**src/rtl/alu_issue_ctrl.sv**
```systemverilog
// rtl/alu_issue_ctrl.sv - issue/decode controller feeding a registered 32-bit ALU
module alu_issue_ctrl #(
    parameter int DATA_W = 32
) (
    input  logic              clk,
    input  logic              rst_n,
    input  logic              in_valid,
    output logic              in_ready,
    input  logic [1:0]        aluop_sel,
    input  logic [5:0]        funct,
    input  logic [DATA_W-1:0] rs_val,
    input  logic [DATA_W-1:0] rt_val,
    output logic [3:0]        alu_op,
    output logic [DATA_W-1:0] operand_1,
    output logic [DATA_W-1:0] operand_2,
    input  logic [DATA_W-1:0] alu_out,
    input  logic              alu_zero,
    output logic              res_valid,
    input  logic              res_ready,
    output logic [DATA_W-1:0] res_data,
    output logic              res_zero,
    output logic              res_branch_taken,
    output logic              res_illegal
);

    localparam logic [3:0] OP_AND = 4'b0000;
    localparam logic [3:0] OP_OR  = 4'b0001;
    localparam logic [3:0] OP_ADD = 4'b0010;
    localparam logic [3:0] OP_SUB = 4'b0110;
    localparam logic [3:0] OP_GT  = 4'b0111;
    localparam logic [3:0] OP_NOR = 4'b1100;

    localparam logic [DATA_W-1:0] SIGN_BIT = {1'b1, {(DATA_W-1){1'b0}}};

    typedef enum logic [1:0] {
        IDLE = 2'b00,
        EXEC = 2'b01,
        CAPT = 2'b10,
        DONE = 2'b11
    } state_t;

    state_t            state;
    logic              is_beq;
    logic [3:0]        dec_op;
    logic [DATA_W-1:0] dec_a;
    logic [DATA_W-1:0] dec_b;
    logic              dec_illegal;

    // Set-less-than is built from the ALU's unsigned greater-than with swapped
    // operands; the signed form flips both sign bits to bias into unsigned order.
    always_comb begin
        dec_op      = OP_ADD;
        dec_a       = rs_val;
        dec_b       = rt_val;
        dec_illegal = 1'b0;
        case (aluop_sel)
            2'b00: dec_op = OP_ADD;
            2'b01: dec_op = OP_SUB;
            2'b10: begin
                case (funct)
                    6'b100000, 6'b100001: dec_op = OP_ADD;
                    6'b100010, 6'b100011: dec_op = OP_SUB;
                    6'b100100:            dec_op = OP_AND;
                    6'b100101:            dec_op = OP_OR;
                    6'b100111:            dec_op = OP_NOR;
                    6'b101011: begin
                        dec_op = OP_GT;
                        dec_a  = rt_val;
                        dec_b  = rs_val;
                    end
                    6'b101010: begin
                        dec_op = OP_GT;
                        dec_a  = rt_val ^ SIGN_BIT;
                        dec_b  = rs_val ^ SIGN_BIT;
                    end
                    default:              dec_illegal = 1'b1;
                endcase
            end
            default: dec_illegal = 1'b1;
        endcase
    end

    always_ff @(posedge clk or negedge rst_n) begin
        if (!rst_n) begin
            state            <= IDLE;
            in_ready         <= 1'b1;
            res_valid        <= 1'b0;
            res_data         <= '0;
            res_zero         <= 1'b0;
            res_branch_taken <= 1'b0;
            res_illegal      <= 1'b0;
            alu_op           <= 4'b0000;
            operand_1        <= '0;
            operand_2        <= '0;
            is_beq           <= 1'b0;
        end else begin
            case (state)
                IDLE: begin
                    if (in_valid) begin
                        in_ready <= 1'b0;
                        if (dec_illegal) begin
                            state            <= DONE;
                            res_valid        <= 1'b1;
                            res_illegal      <= 1'b1;
                            res_data         <= '0;
                            res_zero         <= 1'b0;
                            res_branch_taken <= 1'b0;
                        end else begin
                            state     <= EXEC;
                            alu_op    <= dec_op;
                            operand_1 <= dec_a;
                            operand_2 <= dec_b;
                            is_beq    <= (aluop_sel == 2'b01);
                        end
                    end
                end
                EXEC: state <= CAPT;
                CAPT: begin
                    state            <= DONE;
                    res_valid        <= 1'b1;
                    res_data         <= alu_out;
                    res_zero         <= alu_zero;
                    res_branch_taken <= is_beq & alu_zero;
                    res_illegal      <= 1'b0;
                end
                DONE: begin
                    if (res_ready) begin
                        state     <= IDLE;
                        res_valid <= 1'b0;
                        in_ready  <= 1'b1;
                    end
                end
                default: state <= IDLE;
            endcase
        end
    end

endmodule

```
**config.mk**
```make
export PLATFORM = sky130hd
export DESIGN_NAME = alu_issue_ctrl
export DESIGN_NICKNAME = d
export VERILOG_FILES = /design/src/rtl/alu_issue_ctrl.sv
export SDC_FILE = /design/constraint.sdc
export NUM_CORES = 1
export LEC_CHECK = 0
export BUFFER_PORTS_ARGS = -buffer_cell sky130_fd_sc_hd__buf_2
export CAP_MARGIN = 20
export CORE_MARGIN = 1.5
export CORE_UTILIZATION = 30
export DETAILED_ROUTE_END_ITERATION = 16
export PLACE_DENSITY = 0.58
export SYNTH_ARGS = -nofsm -noshare
export SYNTH_HDL_FRONTEND = slang
export SYNTH_SLANG_ARGS = --single-unit
```
**constraint.sdc**
```tcl
create_clock -name clk -period 4 [get_ports clk]
set_clock_uncertainty 0.1 [all_clocks]
set_input_delay 0.8 -clock clk [delete_from_list [all_inputs] [get_ports clk]]
set_output_delay 0.8 -clock clk [all_outputs]
set_load 0.005 [all_outputs]
```
Word level (Yosys, flattened, before mapping). Index checks and enable logic that the tools add are counted. Widths: inputs -> output; s select.

Eq/ne operators: 17. Multiplexer cells: 27. Bitwise gates (word level): 4. Reductions and logical operators: 14.

Operators with widths (count): $pmux 32 s2 (3); $mux 32 (4); $eq 6x6->1 const B (9); $pmux 4 s5 (1); $pmux 1 s2 (5); $reduce_and 3->1 (3); $reduce_or 9->1 (1); $mux 1 (8); $pmux 2 s4 (1); $pmux 4 s2 (1); $eq 2x2->1 const B (3); $mux 2 (3); $ne 2x2->1 const B (3); $reduce_or 2->1 (3); $eq 2x1->1 const B (2); $logic_not 2->1 (2); $reduce_and 4->1 (1); $reduce_bool 2->1 (2); $not 1->1 (3); $pmux 1 s3 (1); $reduce_bool 3->1 (1); $reduce_and 2->1 (1); $and 1x1->1 (1).

Register bits: 108. Logic and storage cells: 73.

Longest topological paths before layout. Gate-level depths: netlist of run 1.

Depth in word-level cells: 7. Depth in mapped cells: 9. Depth with buffers taken out: 6.

Worst setup path after synthesis of run 1. Ideal clock, no wire load.

Kind: input port to flip-flop. Start point: in aluop_sel[0]. End point: reg operand_1[0]. Arrival: 2418 ps. Data required time: 3775 ps. Setup slack: 1357 ps. Stages on the path: 8. Cell sequence: inv_1 > ha_1 > nand4b_1 > nor3b_1 > buf_2 > buf_4 > mux2_2 > mux2_2.

Word-level cells in the longest chain between the ends: 5. Elaborated cells on any way between the ends: 8.

Ends and longest elaborated chain: start: declaration (RTL line 9) `input logic [1:0] aluop_sel,`; $eq 2x1->1 / $logic_not 2->1 (equally long branches) (RTL line 56) `case (aluop_sel)`; $reduce_or 2->1 (no line); $pmux 1 s2 (RTL line 56); $not 1->1 (no line); $reduce_and 3->1 (no line); end signal: assignment (RTL line 93) `operand_1 <= '0;`; end signal: assignment (RTL line 111) `operand_1 <= dec_a;`; end: declaration (RTL line 14) `output logic [DATA_W-1:0] operand_1,`.

Parallel ways exist; a longest one is shown, timed or not. A chain may end at the register's enable or synchronous reset.

Worst setup path in the final report of run 1.
Start point: in aluop_sel[0]. End point: reg operand_1[13].

The elaborated chain is that of the path after synthesis.

==> reports/metrics.yaml, run 1 <==
final_layout:
  syn_to_final_growth_pct: 29.39
  nFillCells: 1753
  fin_util: 0.3940
  fin_cells: 867
  num_antenna_cells: 0
  finalNetCount: 749
  drive_gt1_frac: 0.5846
cts:
  cts-hold-fix-buffers: 0
  cts_made_buffers: 9
  tritoncts: "built"
  root_buffer: "clkbuf_16"
  htree_levels: 3
  clkSlewWorstSetupHoldPaths_ns: 0.07
  post_cts_buffers: 0
  numClockSinks: 108
  cts.repair.resized: 0
  insertion_delay_ns: 0.35
  clockBufferDepth: 2
place:
  post-place-ws_ns: 0.9931
  dp_hpwl_mm: 9.170
  port_buffers: 213
  dp_cells: 851
  place.gp.congestion: 0.7028
grt:
  grt_pass1_wl_mm: 19.83
  use_met3: 0.05224
  grt-ovfl-total: 0
  top_usage_layer: "met2"
  use_met1: 0.1584
  grt_use_total: 0.1346
  grt_util_met2: 0.2208
  grt_pass1_vias: 4021
  grt_max_degree: 70
  antenna_found_initial: 0
sta:
  rsz0062_at_grt: "no"
  clock.fmax_ghz: 0.3776
  slew_headroom: 0.4901
  tns_ns: 0
  hold_viol_final: 0
  whs_ns: 0.4009
  period_minus_slack_ns: 2.648
  finalCritPeriodShare: 0.6621
  setup_viol: 0
  drv_slew: 0
  setup_slack_ns: 1.352
  worst_pin_slew_ns: 0.7648
route:
  wl_per_cell_um: 14.49
  drc_errors: 0
  dr.pass1.iters: 4
  wirelength_mm: 12.57
  vias_per_cell: 4.581
  final_antenna_net_count: 0
  num_vias: 3972
  drt-initial-drc-count: 89
die:
  core_area_sq_mm: 0.01784
  dieArea_sq_mm: 0.01893
  num_io_pins: 214
  fp.dieH_um: 137.6
  initial_core_util: 0.3045
  num_rows: 49
  die_width_um: 137.6
setup_path:
  r2r_end: "res_branch_taken"
  r2r_setup_slack_ns: 1.51
  cp_slowest_cell: "mux2_2"
  critPathLaunchType: "input port"
  critPathCaptureType: "flip-flop"
  slowest_delay_ns: 0.38
  arrival_ns: 2.78
  cpMostUsedCell: "mux2_2"
  cp_cell_sequence: "buf_2 > inv_1 > ha_1 > nand4b_1 > nor3b_2 > buf_12 > mux2_2 > mux2_2"
  r2r_start: "state[0]"
  critPathMaxFanout: 64
  rr_worst_depth: 6
  crit_type: "in2reg"
  required_ns: 4.13
yosys:
  synth.distinct_cells: 38
  yosysTopAreaCell: "dfrtp_1"
  synth_top_area_frac: 0.4929
  syn_nets: 543
  yosys_warnings: 0
  netlist_top_cells_area: "dfrtp_1 (49%), mux2_2 (26%), mux2i_1 (6.3%)"
  synth_ff_type: "dfrtp_1"
  ys_seq_area_frac: 0.4977
  ys_ff_latch: 108
  syn-cell-area_sq_mm: 0.005433
  synth_edf_count: 0
  yosys-top-cells-count: "mux2_2 (124), dfrtp_1 (107), inv_1 (40)"
  synth_cells: 427
  syn_area_per_cell_sq_um: 12.72
  synth.most_common_cell: "mux2_2"
  async_reset_ff_frac: 1.000
worst_hold_path:
  min_path_type: "reg2reg"
  worstHoldEndpoint: "operand_2[18]"
  whs_path_depth: 1
  hp-start: "operand_2[18]"
flow_run:
  drv_cap: 0
power_and_ir_drop:
  leakagePower_uw: 0.003396
  ir_drop_v: 0.0003469
  power_density_mw_per_mm2: 608.8
status:
  status: "complete, no violations"
cell families after synthesis:
family / after synthesis / synth area share
DFF: 108 / 0.4977
AOI/OAI and AO/OA: 21 / 0.02925
buffers and inverters: 63 / 0.05412
muxes: 167 / 0.3445
and+or+nand+nor: 59 / 0.05504
adders and majority gates: 7 / 0.01612
xor gates and xnor gates: 2 / 0.003225
worst max-delay path: cells and delay by family:
kind,cells,cell delay [ns]
multiplexers,2,0.64
adder cells (fa/ha/maj),1,0.29
buffers and inverters,3,0.52
AND/OR/NAND/NOR,2,0.48
worst max path at each step:
| stage | end | slack, ns | cells past startpoint | startpoint |
|---|---|---|---|---|
| after global placement | operand_2[2] | 1.04 | 8 | aluop_sel[0] |
| after CTS | operand_1[8] | 1.35 | 8 | aluop_sel[0] |
| after floorplan | operand_1[0] | 1.36 | 8 | aluop_sel[0] |
| final | operand_1[13] | 1.35 | 8 | aluop_sel[0] |
| after global routing | operand_1[21] | 1.23 | 8 | aluop_sel[0] |
| after detailed placement | operand_1[13] | 0.99 | 8 | aluop_sel[0] |
through the flow:
step,power (uW),area (sq um)
final,4279,7029
after global routing,4633,7029
after CTS,4366,7029
after detailed placement,3430,6728
after global placement,3364,6728
after floorplan,2706,5433
area by class of cell:
type                            count  area [sq um]  share of cell area
Multi-Input combinational cell    256          2444              0.3476
Timing Repair Buffer              218          1144              0.1627
Clock buffer                       10         229.0             0.03257
Inverter                           40         150.1             0.02136
Clock inverter                      6         72.57             0.01032
Sequential cell                   108          2704              0.3847
Tap cell                          229         286.5             0.04076
metal layers:
| metal | vias to the layer above | share of wire |
|---|---|---|
| li1 | 1879 | - |
| met2 | 161 | 0.46 |
| met3 | 14 | 0.10 |
| met4 | 0 | 0.017 |
| met1 | 1918 | 0.41 |
| met5 | - | 0 |
where the power goes:
group          internal, uW  total [uW]  switching, uW
Combinational           882        1610            724
Clock                   493         912            419
Sequential             1540        1760            225
cells in the final DEF (no fill, tap or decap), types with 2 or more instances in the layout:
cell type,n
a21oi_1,6
a311oi_1,2
buf_12,3
buf_2,212
buf_4,3
clkbuf_16,9
clkinv_4,2
dfrtp_1,107
ha_1,7
inv_1,40
inv_6,2
mux2_2,124
mux2_4,9
mux2i_1,34
nand2_1,37
nand2b_1,2
nand3b_1,3
nand4b_1,3
nor2_1,4
nor2b_1,2
o21ai_0,4
xnor2_1,2
state kept, by name, summed over array words and instances, names as in the netlist:
name and cells:
res_data 32, res_zero 1, operand_2 32, res_branch_taken 1, res_valid 1, in_ready 1, state 2, res_illegal 1
alu_op 4, is_beq 1, operand_1 32
Note: power is estimated with default switching activity, not from simulation.
==> run 2: changes to the inputs <==
clock period = 2.8 ns   (was 4 ns; I/O delays follow)
==> run 2 against run 1 <==
Global-route usage increased by 0.34 points. Die area stayed put. Combinational power increased by 47%. Sequential share of layout area down 0.62 points. Wire length increased by 2.4%. Clock-buffer cell count decreased by 1. Total power is 42% higher. Via count grew 1.6%. Final area is 1.6% higher. Critical path type is now reg2reg. Critical endpoint is now res_data[13].
==> reports/metrics.yaml, run 2 (same netlist as run 1, synthesis figures left out) <==
status:
  status: "complete, no violations"
grt:
  grt_use_total: 0.1380
  grt_pass1_wl_mm: 20.07
  grt-ovfl-total: 0
  antenna_found_initial: 0
  grt_max_degree: 55
  grt_pass1_vias: 4082
final_layout:
  num_antenna_cells: 0
  final_cell_mix: "buf_2 (212), mux2_2 (124), dfrtp_1 (107)"
  fin_util: 0.4004
  finalNetCount: 761
  syn_to_final_growth_pct: 31.51
  drive_gt1_frac: 0.5938
  final_common_cell: "buf_2"
  top_regs: "operand_1: 32 flops, operand_2: 32 flops, res_data: 32 flops"
cts:
  tritoncts: "built"
  clkSlewWorstSetupHoldPaths_ns: 0.08
  cts_made_buffers: 9
  clockBufferDepth: 2
  root_buffer: "clkbuf_16"
  numClockSinks: 108
  cts.repair.resized: 0
  post_cts_buffers: 0
  cts-hold-fix-buffers: 0
  insertion_delay_ns: 0.35
  htree_levels: 3
power_and_ir_drop:
  power_density_mw_per_mm2: 851.0
  p_int_uw: 4111
  switching_share: 0.3238
  clock_power_share: 0.197
  power.share.sequential: 0.415
  combinationalPowerShare: 0.389
  ir_drop_v: 0.0003324
  power.switching_uw: 1968
  leakagePower_uw: 0.003458
route:
  wl_per_cell_um: 14.64
  num_vias: 4034
  dr.pass1.iters: 6
  vias_per_cell: 4.589
  drt-initial-drc-count: 81
  wirelength_mm: 12.87
  drc_errors: 0
  final_antenna_net_count: 0
die:
  fp.dieH_um: 137.6
  dieArea_sq_mm: 0.01893
  num_rows: 49
  initial_core_util: 0.3045
  num_io_pins: 214
  core_area_sq_mm: 0.01784
  die_width_um: 137.6
sta:
  finalCritPeriodShare: 0.8404
  tns_ns: 0
  hold_viol_final: 0
  drv_slew: 0
  slew_headroom: 0.6021
  clock.fmax_ghz: 0.4249
  setup_viol: 0
  period_minus_slack_ns: 2.353
  rsz0062_at_grt: "no"
  worst_pin_slew_ns: 0.5906
setup_path:
  critPathMaxFanout: 9
  startpoint: "state[0]"
  required_ns: 2.98
  r2r_start: "state[0]"
  critPathCaptureType: "flip-flop"
  crit_type: "reg2reg"
  arrival_ns: 2.53
  critPathLaunchType: "flip-flop"
place:
  dp_hpwl_mm: 9.847
  place.gp.congestion: 0.7273
  port_buffers: 213
flow_run:
  drv_cap: 0
worst_hold_path:
  min_path_type: "in2async"
[run 2: metal layers]
layer  up-vias  track usage  wire [um]
li1       1909            -          -
met1      1946       0.1664       5318
met2       164       0.2225       5933
met3        15      0.05923       1413
met4         0      0.04269        202
met5         -            0          0
[run 2: per-stage QoR]
| step | hold slack, ns | power [uW] | area [sq um] | setup WS (ns) | std cells |
|---|---|---|---|---|---|
| 2_1_floorplan | 0.1644 | 3866 | 5433 | 0.3973 | 427 |
| 3_3_place_gp | 0.3855 | 4873 | 6868 | 0.2696 | 863 |
| 3_5_place_dp | 0.3915 | 4974 | 6868 | 0.2074 | 863 |
| 4_1_cts | 0.08771 | 6211 | 7144 | 0.4060 | 879 |
| 5_1_grt | 0.1032 | 6578 | 7144 | 0.2741 | 879 |
| 6_report | 0.08148 | 6080 | 7144 | 0.4468 | 879 |
[run 2: power groups by stage]
stage	registers [uW]	logic, uW	clock network (uW)
after floorplan	2580	1290	0
after global placement	2530	2350	0
after detailed placement	2550	2420	0
after CTS	2530	2420	1250
after global routing	2620	2630	1330
final	2520	2360	1200
[run 2: final cells by class]
| class | instances | area, sq um |
|---|---|---|
| timing repair buffer | 230 | 1284 |
| tap | 229 | 286.5 |
| inverter | 40 | 150.1 |
| clock buffer | 9 | 225.2 |
| sequential | 108 | 2704 |
| clock inverter | 7 | 51.30 |
| multi-input combinational | 256 | 2444 |
| fill | 1730 | 10700 |
[run 2: worst max-delay path: stages (launching register included)]
cell      delay, ns
dfrtp_1        0.40
inv_1          0.13
ha_1           0.33
nand2_1        0.22
o311ai_4       0.58
buf_4          0.29
mux2i_1        0.21
[run 2: final timing paths]
| check | end | slack (ns) | cells past startpoint |
|---|---|---|---|
| max | res_data[13] | 0.45 | 6 |
| min | operand_2[6] | 0.08 | 1 |
| max reg2reg | res_data[13] | 0.45 | 6 |
| min reg2reg | operand_1[8] | 0.40 | 1 |
| max in group asynchronous | in_ready | 1.82 | 2 |
| min in group clk | res_data[12] | 0.35 | 3 |
